--- src/rtl/weight_seq_ctrl_pkg.sv ---
// Shared definitions for the neuron weight sequencer: FSM encoding and
// the weight memory read latency that the MAC alignment also depends on.
package weight_seq_ctrl_pkg;

  typedef enum logic [1:0] {
    IDLE  = 2'd0,
    RUN   = 2'd1,
    DRAIN = 2'd2
  } state_t;

  localparam int RD_LAT = 1;

endpackage

--- src/rtl/weight_seq_ctrl_wrap_counter.sv ---
// Address counter that advances on enable and wraps to zero after MAX,
// flagging the wrapping increment combinationally.
module weight_seq_ctrl_wrap_counter
  import weight_seq_ctrl_pkg::*;
#(
  parameter int WIDTH = 10,
  parameter int MAX   = 783
) (
  input  logic             clk,
  input  logic             rst,
  input  logic             clr,
  input  logic             en,
  output logic [WIDTH-1:0] cnt,
  output logic             wrap
);

  localparam logic [WIDTH-1:0] MAX_V = WIDTH'(MAX);

  assign wrap = en && (cnt == MAX_V);

  always_ff @(posedge clk or posedge rst) begin
    if (rst) begin
      cnt <= '0;
    end else if (clr) begin
      cnt <= '0;
    end else if (en) begin
      cnt <= wrap ? '0 : cnt + 1'b1;
    end
  end

endmodule

--- src/rtl/weight_seq_ctrl.sv ---
// Owns one neuron's weight memory: streams weights in while idle and issues
// one read per valid input sample during an inference pass.
module weight_seq_ctrl
  import weight_seq_ctrl_pkg::*;
#(
  parameter int NUM_WEIGHT = 784,
  parameter int ADDR_WIDTH = 10,
  parameter int DATA_WIDTH = 16
) (
  input  logic                  clk,
  input  logic                  rst,
  input  logic                  ld_valid,
  output logic                  ld_ready,
  input  logic [DATA_WIDTH-1:0] ld_data,
  output logic                  ld_done,
  input  logic                  start,
  input  logic                  x_valid,
  output logic                  busy,
  output logic                  w_valid,
  output logic                  w_last,
  output logic                  done,
  output logic                  start_err,
  output logic                  mem_wen,
  output logic [ADDR_WIDTH-1:0] mem_wadd,
  output logic [DATA_WIDTH-1:0] mem_win,
  output logic                  mem_ren,
  output logic [ADDR_WIDTH:0]   mem_radd
);

  state_t                state, next_state;
  logic [ADDR_WIDTH-1:0] ld_cnt, rd_cnt;
  logic                  ld_wrap, rd_wrap;
  logic                  start_acc, start_rej;
  logic [RD_LAT-1:0]     valid_pipe, last_pipe;

  weight_seq_ctrl_wrap_counter #(
    .WIDTH(ADDR_WIDTH),
    .MAX  (NUM_WEIGHT - 1)
  ) u_ld_cnt (
    .clk (clk),
    .rst (rst),
    .clr (1'b0),
    .en  (mem_wen),
    .cnt (ld_cnt),
    .wrap(ld_wrap)
  );

  weight_seq_ctrl_wrap_counter #(
    .WIDTH(ADDR_WIDTH),
    .MAX  (NUM_WEIGHT - 1)
  ) u_rd_cnt (
    .clk (clk),
    .rst (rst),
    .clr (start_acc),
    .en  (mem_ren),
    .cnt (rd_cnt),
    .wrap(rd_wrap)
  );

  always_ff @(posedge clk or posedge rst) begin
    if (rst) begin
      state <= IDLE;
    end else begin
      state <= next_state;
    end
  end

  // A start with a half-loaded memory would read stale weights, so it is refused.
  always_comb begin
    next_state = state;
    ld_ready   = 1'b0;
    mem_ren    = 1'b0;
    start_acc  = 1'b0;
    start_rej  = 1'b0;
    case (state)
      IDLE: begin
        ld_ready = ~start;
        if (start) begin
          if (ld_cnt == '0) begin
            start_acc  = 1'b1;
            next_state = RUN;
          end else begin
            start_rej = 1'b1;
          end
        end
      end
      RUN: begin
        mem_ren = x_valid;
        if (rd_wrap) begin
          next_state = DRAIN;
        end
      end
      DRAIN: begin
        next_state = IDLE;
      end
      default: begin
        next_state = IDLE;
      end
    endcase
  end

  assign mem_wen  = ld_valid & ld_ready;
  assign mem_wadd = ld_cnt;
  assign mem_win  = mem_wen ? ld_data : '0;
  assign mem_radd = {1'b0, rd_cnt};
  assign busy     = (state != IDLE);
  assign done     = (state == DRAIN);
  assign w_valid  = valid_pipe[RD_LAT-1];
  assign w_last   = last_pipe[RD_LAT-1];

  // Strobes are delayed by the memory read latency so they line up with wout.
  always_ff @(posedge clk or posedge rst) begin
    if (rst) begin
      valid_pipe <= '0;
      last_pipe  <= '0;
      ld_done    <= 1'b0;
      start_err  <= 1'b0;
    end else begin
      valid_pipe[0] <= mem_ren;
      last_pipe[0]  <= rd_wrap;
      for (int i = 1; i < RD_LAT; i++) begin
        valid_pipe[i] <= valid_pipe[i-1];
        last_pipe[i]  <= last_pipe[i-1];
      end
      ld_done   <= ld_wrap;
      start_err <= start_rej;
    end
  end

endmodule
--- config.mk ---
export PLATFORM = sky130hd
export DESIGN_NAME = weight_seq_ctrl
export DESIGN_NICKNAME = d
export VERILOG_FILES = /design/src/rtl/weight_seq_ctrl_pkg.sv /design/src/rtl/weight_seq_ctrl_wrap_counter.sv /design/src/rtl/weight_seq_ctrl.sv
export SDC_FILE = /design/constraint.sdc
export NUM_CORES = 1
export LEC_CHECK = 0
export CORE_UTILIZATION = 42
export DETAILED_ROUTE_END_ITERATION = 16
export PLACE_DENSITY = 0.87
export SYNTH_ARGS = -nofsm -noshare
export SYNTH_HDL_FRONTEND = slang
export SYNTH_HIERARCHICAL = 1
export SYNTH_SLANG_ARGS = --single-unit
export TNS_END_PERCENT = 50
--- constraint.sdc ---
create_clock -name clk -period 2.89 [get_ports clk]
set_clock_uncertainty 0.05 [all_clocks]
set_input_delay 0.578 -clock clk [delete_from_list [all_inputs] [get_ports clk]]
set_output_delay 0.578 -clock clk [all_outputs]
set_load 0.05 [all_outputs]
; Word level (Yosys, flattened, before mapping)
; Cells that the tools add are included.
[word_totals]
output_inout_bits = 46
elab_cells = 42
in_bits = 21
register_bits = 26
[classes]
bitwise_logic = 2
eq_ne = 7
muxes = 17
reduce_logical = 7
addsub = 2
[op_table]
columns = op, count
row1 = $mux W10, 4
row2 = $add A10 B1 Y10 const B, 2
row3 = $eq A10 B10 Y1 const B, 2
row4 = $mux W16, 1
row5 = $logic_not A10 Y1, 1
row6 = $mux W1, 8
row7 = $mux W2, 3
row8 = $ne A2 B2 Y1 const B, 3
row9 = $pmux W2 S2, 1
row10 = $reduce_bool A2 Y1, 2
row11 = $reduce_and A3 Y1, 1
row12 = $eq A2 B1 Y1 const B, 1
row13 = $eq A2 B2 Y1 const B, 1
row14 = $logic_and A1 B1 Y1, 2
row15 = $logic_not A2 Y1, 1
row16 = $and A1 B1 Y1, 1
row17 = $not A1 Y1, 1

; Depth between registers and ports, before layout
[logic_depth]
depth_word = 6
ltp_mapped = 6

; By module
; Netlist, hierarchy kept.
[by_module_without_submodules]
columns = module, cells_per_inst, instances, seq_area_each_um2, area_per_inst_um2
row1 = weight_seq_ctrl_wrap_counter, 54, 2, 250.2, 565.5
row2 = weight_seq_ctrl, 43, 1, 150.1, 392.9

; Worst setup path before layout
; Ideal clock, no wire load.
[synth_timing]
path_kind = input-to-reg
from = in x_valid
to = reg u_rd_cnt.cnt[2]
t_arrival_ps = 3305
cell_stages = 4
path_slack_ps = -599
path_cell_list = nor3b_1 -> nand2_1 -> o31ai_4 -> nor2_1
[synth_between]
elab_chain_cells = 5
[synth_lines]
columns = item, line
row1 = "start, declared", weight_seq_ctrl.sv:17  ; input logic x_valid,
row2 = $mux W1 (*), weight_seq_ctrl.sv:75  ; case (state)
row3 = $logic_and A1 B1 Y1, weight_seq_ctrl_wrap_counter.sv:19  ; assign wrap = en && (cnt == MAX_V);
row4 = $mux W10, weight_seq_ctrl_wrap_counter.sv:27  ; cnt <= wrap ? '0 : cnt + 1'b1;
row5 = $mux W10, weight_seq_ctrl_wrap_counter.sv:26  ; end else if (en) begin
row6 = $mux W10, weight_seq_ctrl_wrap_counter.sv:24  ; end else if (clr) begin
row7 = "end signal, assigned", weight_seq_ctrl_wrap_counter.sv:27
row8 = "end, declared", weight_seq_ctrl_wrap_counter.sv:13  ; output logic [WIDTH-1:0] cnt,
; Mark *: on every way between the ends. The rest lies on a longest branch, timed or not. The select of a mux whose other input is x is not followed.
; A chain may end at the register's enable or synchronous reset.

; Worst setup path in the final report
[layout_timing]
from = in start
to = out mem_win[13]
[layout_between]
elab_chain_cells = 4
[layout_lines]
columns = item, line
row1 = "start, declared", weight_seq_ctrl.sv:16  ; input logic start,
row2 = $not A1 Y1, weight_seq_ctrl.sv:77  ; ld_ready = ~start;
row3 = $mux W1, weight_seq_ctrl.sv:75
row4 = $and A1 B1 Y1, weight_seq_ctrl.sv:102  ; assign mem_wen = ld_valid & ld_ready;
row5 = $mux W16, weight_seq_ctrl.sv:104  ; assign mem_win = mem_wen ? ld_data : '0;
row6 = "end, declared", weight_seq_ctrl.sv:25  ; output logic [DATA_WIDTH-1:0] mem_win,
; Every way passes these cells.

==> summary.md <==
| Metric | Value |
|---|---|
| First-pass GRT wire length | a little over 7000 um |
| Distinct cells, synth | 39 |
| Avg Inst Size Synth | 10.1 um2 |
| IO Pins | 67 |
| First DRT Iteration DRCs | 98 |
| Setup TNS | 0 ps |
| Sink Count | 26 |
| Crit path max fanout | 17 |
| Router iterations before antenna repair | 4 |
| Crit-path max cell delay | between 400 and 500 ps |
| Top cell type's share of synthesized area | 0.427 |
| Share of cells above drive strength 1 | 0.211 |
| Critical Path AT | 1880 ps |
| Die Wd | 62.2 um |
| Max_cap viols | 0 |
| Overall Power | 0.00103 W |
| CTS-repair resized insts | 0 |
| Synthesis-to-layout area growth | 64.7% |
| Remaining global-route overflow | 0 |
| Post-synthesis sequential area ratio | 0.427 |
| Top post-synthesis cells by area | dfrtp_1 43%, a21oi_1 3.9%, and3_2 3.9%, o2111ai_4 3.4%, xor2_1 3.4% |
| EDFF count, synth | 0 |
| Power Density | between 400 and 500 nW/um2 |
| DR vias/cell | roughly 5.5 |
| Status | finished clean |
| DP Cell Count | about 270 |
| RePlAce Congestion | just under 0.8 |
| Critical-path cell list | clkdlybuf4s50_1 -> nor3_4 -> buf_4 -> and3_1 -> buf_12 |
| Tcrit/Tclk final | 0.866 |
| Postcts setup bufs | 0 |
| Pre-CTS setup slack | roughly 310 ps |
| Post-route setup slack | 387 ps |
| Hold Path Class | input pin to async pin |
| Final Setup Violations | 0 |
| Antenna Violating Nets Remaining | 0 |
| Worst Path Buf+Inv | 3 |
| CTS Buf Count | 3 |
| Antenna Cells | 0 |
| GR Util All Layers | 0.232 |
| Initial antenna violation count | 0 |
| Pins Over Slew Limit | 0 |
| Final core occ | 0.735 |
| Yosys warns | 6 |
| #FFs+latches synth | 26 |
| RSZ-0062 raised after global routing | false |
| Fin nets | about 250 |
| Largest net degree at the start of global routing | 18 |
| Leak Pwr | just over 1 nW |
| Crit. End Element | output port |
| Final routed DRC violation total | 0 |
| Finished Layout Cells | about 270 |
| Leading area contributor after synthesis | dfrtp_1 |
| CORE AREA | approximately 3400 um2 |
| Critical path type | input pin to output port |
| Hold Vio Cnt, Final | 0 |
| Fin crit period | 2500 ps |
| Startpoint types | input pin |
| Netlist Area Pre-Place | around 1500 um2 |
| Die H | between 60 and 70 um |
| Deepest clock path buffer count | 2 |
| Cells after Synth | roughly 150 |
| Crit-path slowest cell | clkdlybuf4s50_1 |
| Rel. slew slack | 0.646 |
| Initial Utilization | 0.446 |
| Post-synth top flop | dfrtp_1 |
| CTS tree | built |
| Async S/R FF share, synth | 1.00 |
| Sequential cell area | roughly 650 um2 |
| H-tree Lvls | 1 |
| Via count | between 1000 and 1500 |
| Core Rows | 21 |
| Hold_buf cts | 0 |
| Vias in the first global route | 1424 |
| WP data required | ~2300 ps |
| Clk slew on worst S/H paths | between 150 and 200 ps |
| WL/cell | between 15 and 20 um |
| Routed WL | ~4300 um |
| Fillcell total | 231 |
| CTS root buffer | clkbuf_4 |
| Dpl hpwl | approximately 3400 um |
| VDD IR max | ~0.00026 V |
| Worst-skew pair later-pin latency | about 330 ps |
| Critical path's top delay family | buffers and inverters |
| Max Freq | 399 MHz |
| # port buffers | 65 |
| Die area | 3870 um2 |
| Area taken by multi-input logic gates | 837 um2 |
| Cell with the most instances after synthesis | dfrtp_1 |
| Worst Max-Slew Pin Slew | 530 ps |
| Top cells by count, synth | 26 x dfrtp_1, 12 x a21oi_1, 11 x inv_1, 9 x nor2_1 |
-- routing by layer --
metal	up-vias	part of all wire	global-route usage
li1	709	-	-
met1	723	0.45	0.298
met2	58	0.50	0.405
met3	8	0.039	0.0239
met4	0	0.016	0.0814
met5	-	0	0
-- cells in the final DEF, fill, tap and decap left out, drive strengths merged, types with 2 or more instances in the layout --
cell type / netlist / routed
conb: 1 / 7
nand4: 2 / 2
clkdlybuf4s50: 0 / 46
nor3: 3 / 3
buf: 2 / 23
clkbuf: 1 / 3
xor2: 6 / 6
nor4: 2 / 2
a21oi: 14 / 14
nand2b: 4 / 4
o31ai: 6 / 6
nor3b: 2 / 2
nand2: 7 / 7
ha: 2 / 2
inv: 11 / 11
nand4bb: 2 / 2
dfrtp: 26 / 26
o21ai: 6 / 6
nand3: 3 / 3
and3: 16 / 16
or3: 6 / 6
o211ai: 2 / 2
o311ai: 4 / 4
nor2: 9 / 9
or4: 4 / 4
o2111ai: 4 / 4
-- report_power, final --
group / leakage [nW] / total [W] / internal [W] / switching (W)
logic: 0.652 / 0.000314 / 0.000119 / 0.000194
clock network: 0.0279 / 0.000257 / 0.000140 / 0.000117
registers: 0.346 / 0.000458 / 0.000397 / 0.0000615
total: 1.03 / 0.00103 / 0.000656 / 0.000373
-- path summary, 6_finish.rpt --
path	end	cells after the start	start	slack, ps
setup / recovery	mem_win[13]	5	start	390
hold / removal	state[1]$_DFFE_PP0P_	2	rst	470
setup reg to reg	u_rd_cnt/cnt[9]$_DFFE_PP0P_	7	u_ld_cnt/cnt[0]$_DFFE_PP0P_	580
hold reg to reg	u_rd_cnt/cnt[9]$_DFFE_PP0P_	2	u_rd_cnt/cnt[9]$_DFFE_PP0P_	560
max in group asynchronous	u_ld_cnt/cnt[0]$_DFFE_PP0P_	2	rst	1950
min in group clk	u_rd_cnt/cnt[9]$_DFFE_PP0P_	2	u_rd_cnt/cnt[9]$_DFFE_PP0P_	560
-- state kept, by name (all words and copies together) (netlist names) --
name          count
w_last            1
u_ld_cnt/cnt     10
w_valid           1
state             2
u_rd_cnt/cnt     10
start_err         1
ld_done           1
-- cell type report --
type / instances / share of cell area
sequential: 26 / 0.259
timing repair buffer: 69 / 0.347
inverter: 11 / 0.0165
clock inverter: 1 / 0.0120
clock buffer: 3 / 0.00897
tap: 46 / 0.0229
multi-input combinational: 117 / 0.333
-- cells by family after synthesis --
family | Yosys count | synth area share
buf+inv | 14 | 0.0419
flops | 26 | 0.427
other cells | 1 | 0.00246
compound gates | 37 | 0.203
xor+xnor | 6 | 0.0345
simple gates | 65 | 0.275
fa+ha+maj | 2 | 0.0164
-- through the flow --
| stage | cell area (um2) | hold WS, ps |
|---|---|---|
| after floorplan | 1550 | 319 |
| after global placement | 2460 | 518 |
| after detailed placement | 2460 | 538 |
| after CTS | 2510 | 475 |
| after global routing | 2510 | 472 |
| final | 2510 | 470 |
Note: power is estimated with default switching activity, not from simulation.
==> edit: new RTL, config.mk and constraints unchanged <==
Compare `cnt` against `MAX_V` with >= in place of ==.
--- a/src/rtl/weight_seq_ctrl_wrap_counter.sv
+++ b/src/rtl/weight_seq_ctrl_wrap_counter.sv
@@ -16,7 +16,7 @@
 
   localparam logic [WIDTH-1:0] MAX_V = WIDTH'(MAX);
 
-  assign wrap = en && (cnt == MAX_V);
+  assign wrap = en && (cnt >= MAX_V);
 
   always_ff @(posedge clk or posedge rst) begin
     if (rst) begin
Formal check against the unedited RTL: same outputs for any inputs over 10 cycles, from zero or initial values and one cycle with rst high; that may be too few to reach the edited logic, so the function may still have changed.
==> edit against the unedited design <==
  * Final area rose by 0.55%
  * Maximum frequency rose by 0.84%
  * Register-to-register slack improved by 20 ps
  * Sequential cell count did not move
  * Routed wire length fell by 1.0%
  * Worst setup slack improved by 21 ps
  * Global-route usage fell by 0.75 points
  * Synthesized area rose by 1.1%
  * Total power rose by 4.7%
  * First-iteration DRC count rose by 17%
  * Cell count rose by 1.1%
  * Clock power fell by 4%
  * Largest power group unchanged
==> edit: results (changes against the unedited design) <==
largest net degree at the start of global routing 18 (unchanged); post-synthesis sequential area ratio 0.422 (-0.00485); count of routing violations after the opening detailed-route iteration 115 (+17%); fraction of standard cell area in multi-input logic 0.322 (-0.0112); Cell Area, Synth 1540 µm² (+1.1%); global-route total usage across every layer 0.225 (-0.00751); longest individual stage delay on the worst path approximately 460 ps; post-place instance area 2470 µm² (+0.56%); leak pwr 1.09 nW (+5.8%); worst hold-check slack 467 ps (-3.16 ps); flop2flop setup slack 600 ps (+20 ps); Non-CTS inverters 15 (+4); total met3 wirelength after detailed routing 159 µm (-6.5%); met1 routed wirelength after detailed routing 1.73 mm (-10%); endpoint arrival time on the critical path 1850 ps (-30 ps); buffers inserted during post-CTS setup optimization 0 (unchanged); post-synthesis area per instance 9.88 µm² (-2.1%); top cell types by occurrence after synthesis 26 x dfrtp_1, 15 x inv_1, 8 x and3_1, 8 x and3_2, 8 x or4_1; final design area excluding fillers 2520 µm² (+0.55%); number of nets in the layout 254 (+1.2%); non-filler instance count after layout 276 (+1.1%); global routing met3 resource utilization 0.0219 (-0.00200); result of the run finished, final reports clean; worst voltage drop across the vdd grid 0.211 mV (-17%); share of final-layout standard cells stronger than drive strength 1 0.239 (+0.0277); Non-Clock Buffer Area Fraction 0.354 (+0.00703); Relative slew margins 0.589 (-0.0570); Highest Clock Rate 403 MHz (+0.84%); non-clock buffer count in the final layout 72 (+4.3%); total length of routed wires 4.27 mm (-1.0%); number of placed cells counting well taps 272 (+1.1%); fill count 237 (+2.6%); leading post-synthesis cells by cell area dfrtp_1 42%, and3_2 3.9%, or4_1 3.9%, inv_1 3.7%, a211oi_2 3.2%; worst slack at placement 355 ps (+45.5 ps); first-pass GRT wire length 7.03 mm (-1.3%); Multi-Input Combinational 113 (-3.4%); cell at the root of the clock tree clkbuf_4; Yosys warning count 6 (unchanged); last weighted congestion value of the routability-driven placer 0.783 (-1.4%); GRT met2 Usage 0.421 (+0.0160); dpl hpwl 3.26 mm (-3.2%); Met2 Wirelength 2.37 mm (+10%); Layout clock area frac 0.0208 (-0.000114); Global Route met1 Usage 0.277 (-0.0213)
## edit: path summary, 6_finish.rpt
path	from	endpoint	cells after the start
min in group clk	u_rd_cnt/cnt[9]	u_rd_cnt/cnt[9]	2
worst max register to register	u_ld_cnt/cnt[4]	u_rd_cnt/cnt[9]	6
max in group asynchronous	rst	u_rd_cnt/cnt[0]	2
worst min-delay path	rst	start_err	2
worst min register to register	u_rd_cnt/cnt[9]	u_rd_cnt/cnt[9]	2
worst max-delay path	start	mem_win[5]	5
## edit: power by group
part | leakage, nW | switching, mW | internal, mW
sequential | 0.335 | 0.0619 | 0.402
clock | 0.0279 | 0.106 | 0.140
combinational | 0.723 | 0.228 | 0.140
## edit: kinds of logic after synthesis
group / after synthesis / synth area share
other: 1 / 0.00243
xor gates and xnor gates: 4 / 0.0227
buffers and inverters: 22 / 0.0657
AOI/OAI and AO/OA: 31 / 0.171
muxes: 2 / 0.0130
adders and majority gates: 2 / 0.0162
and+or+nand+nor: 68 / 0.287
DFF: 26 / 0.422
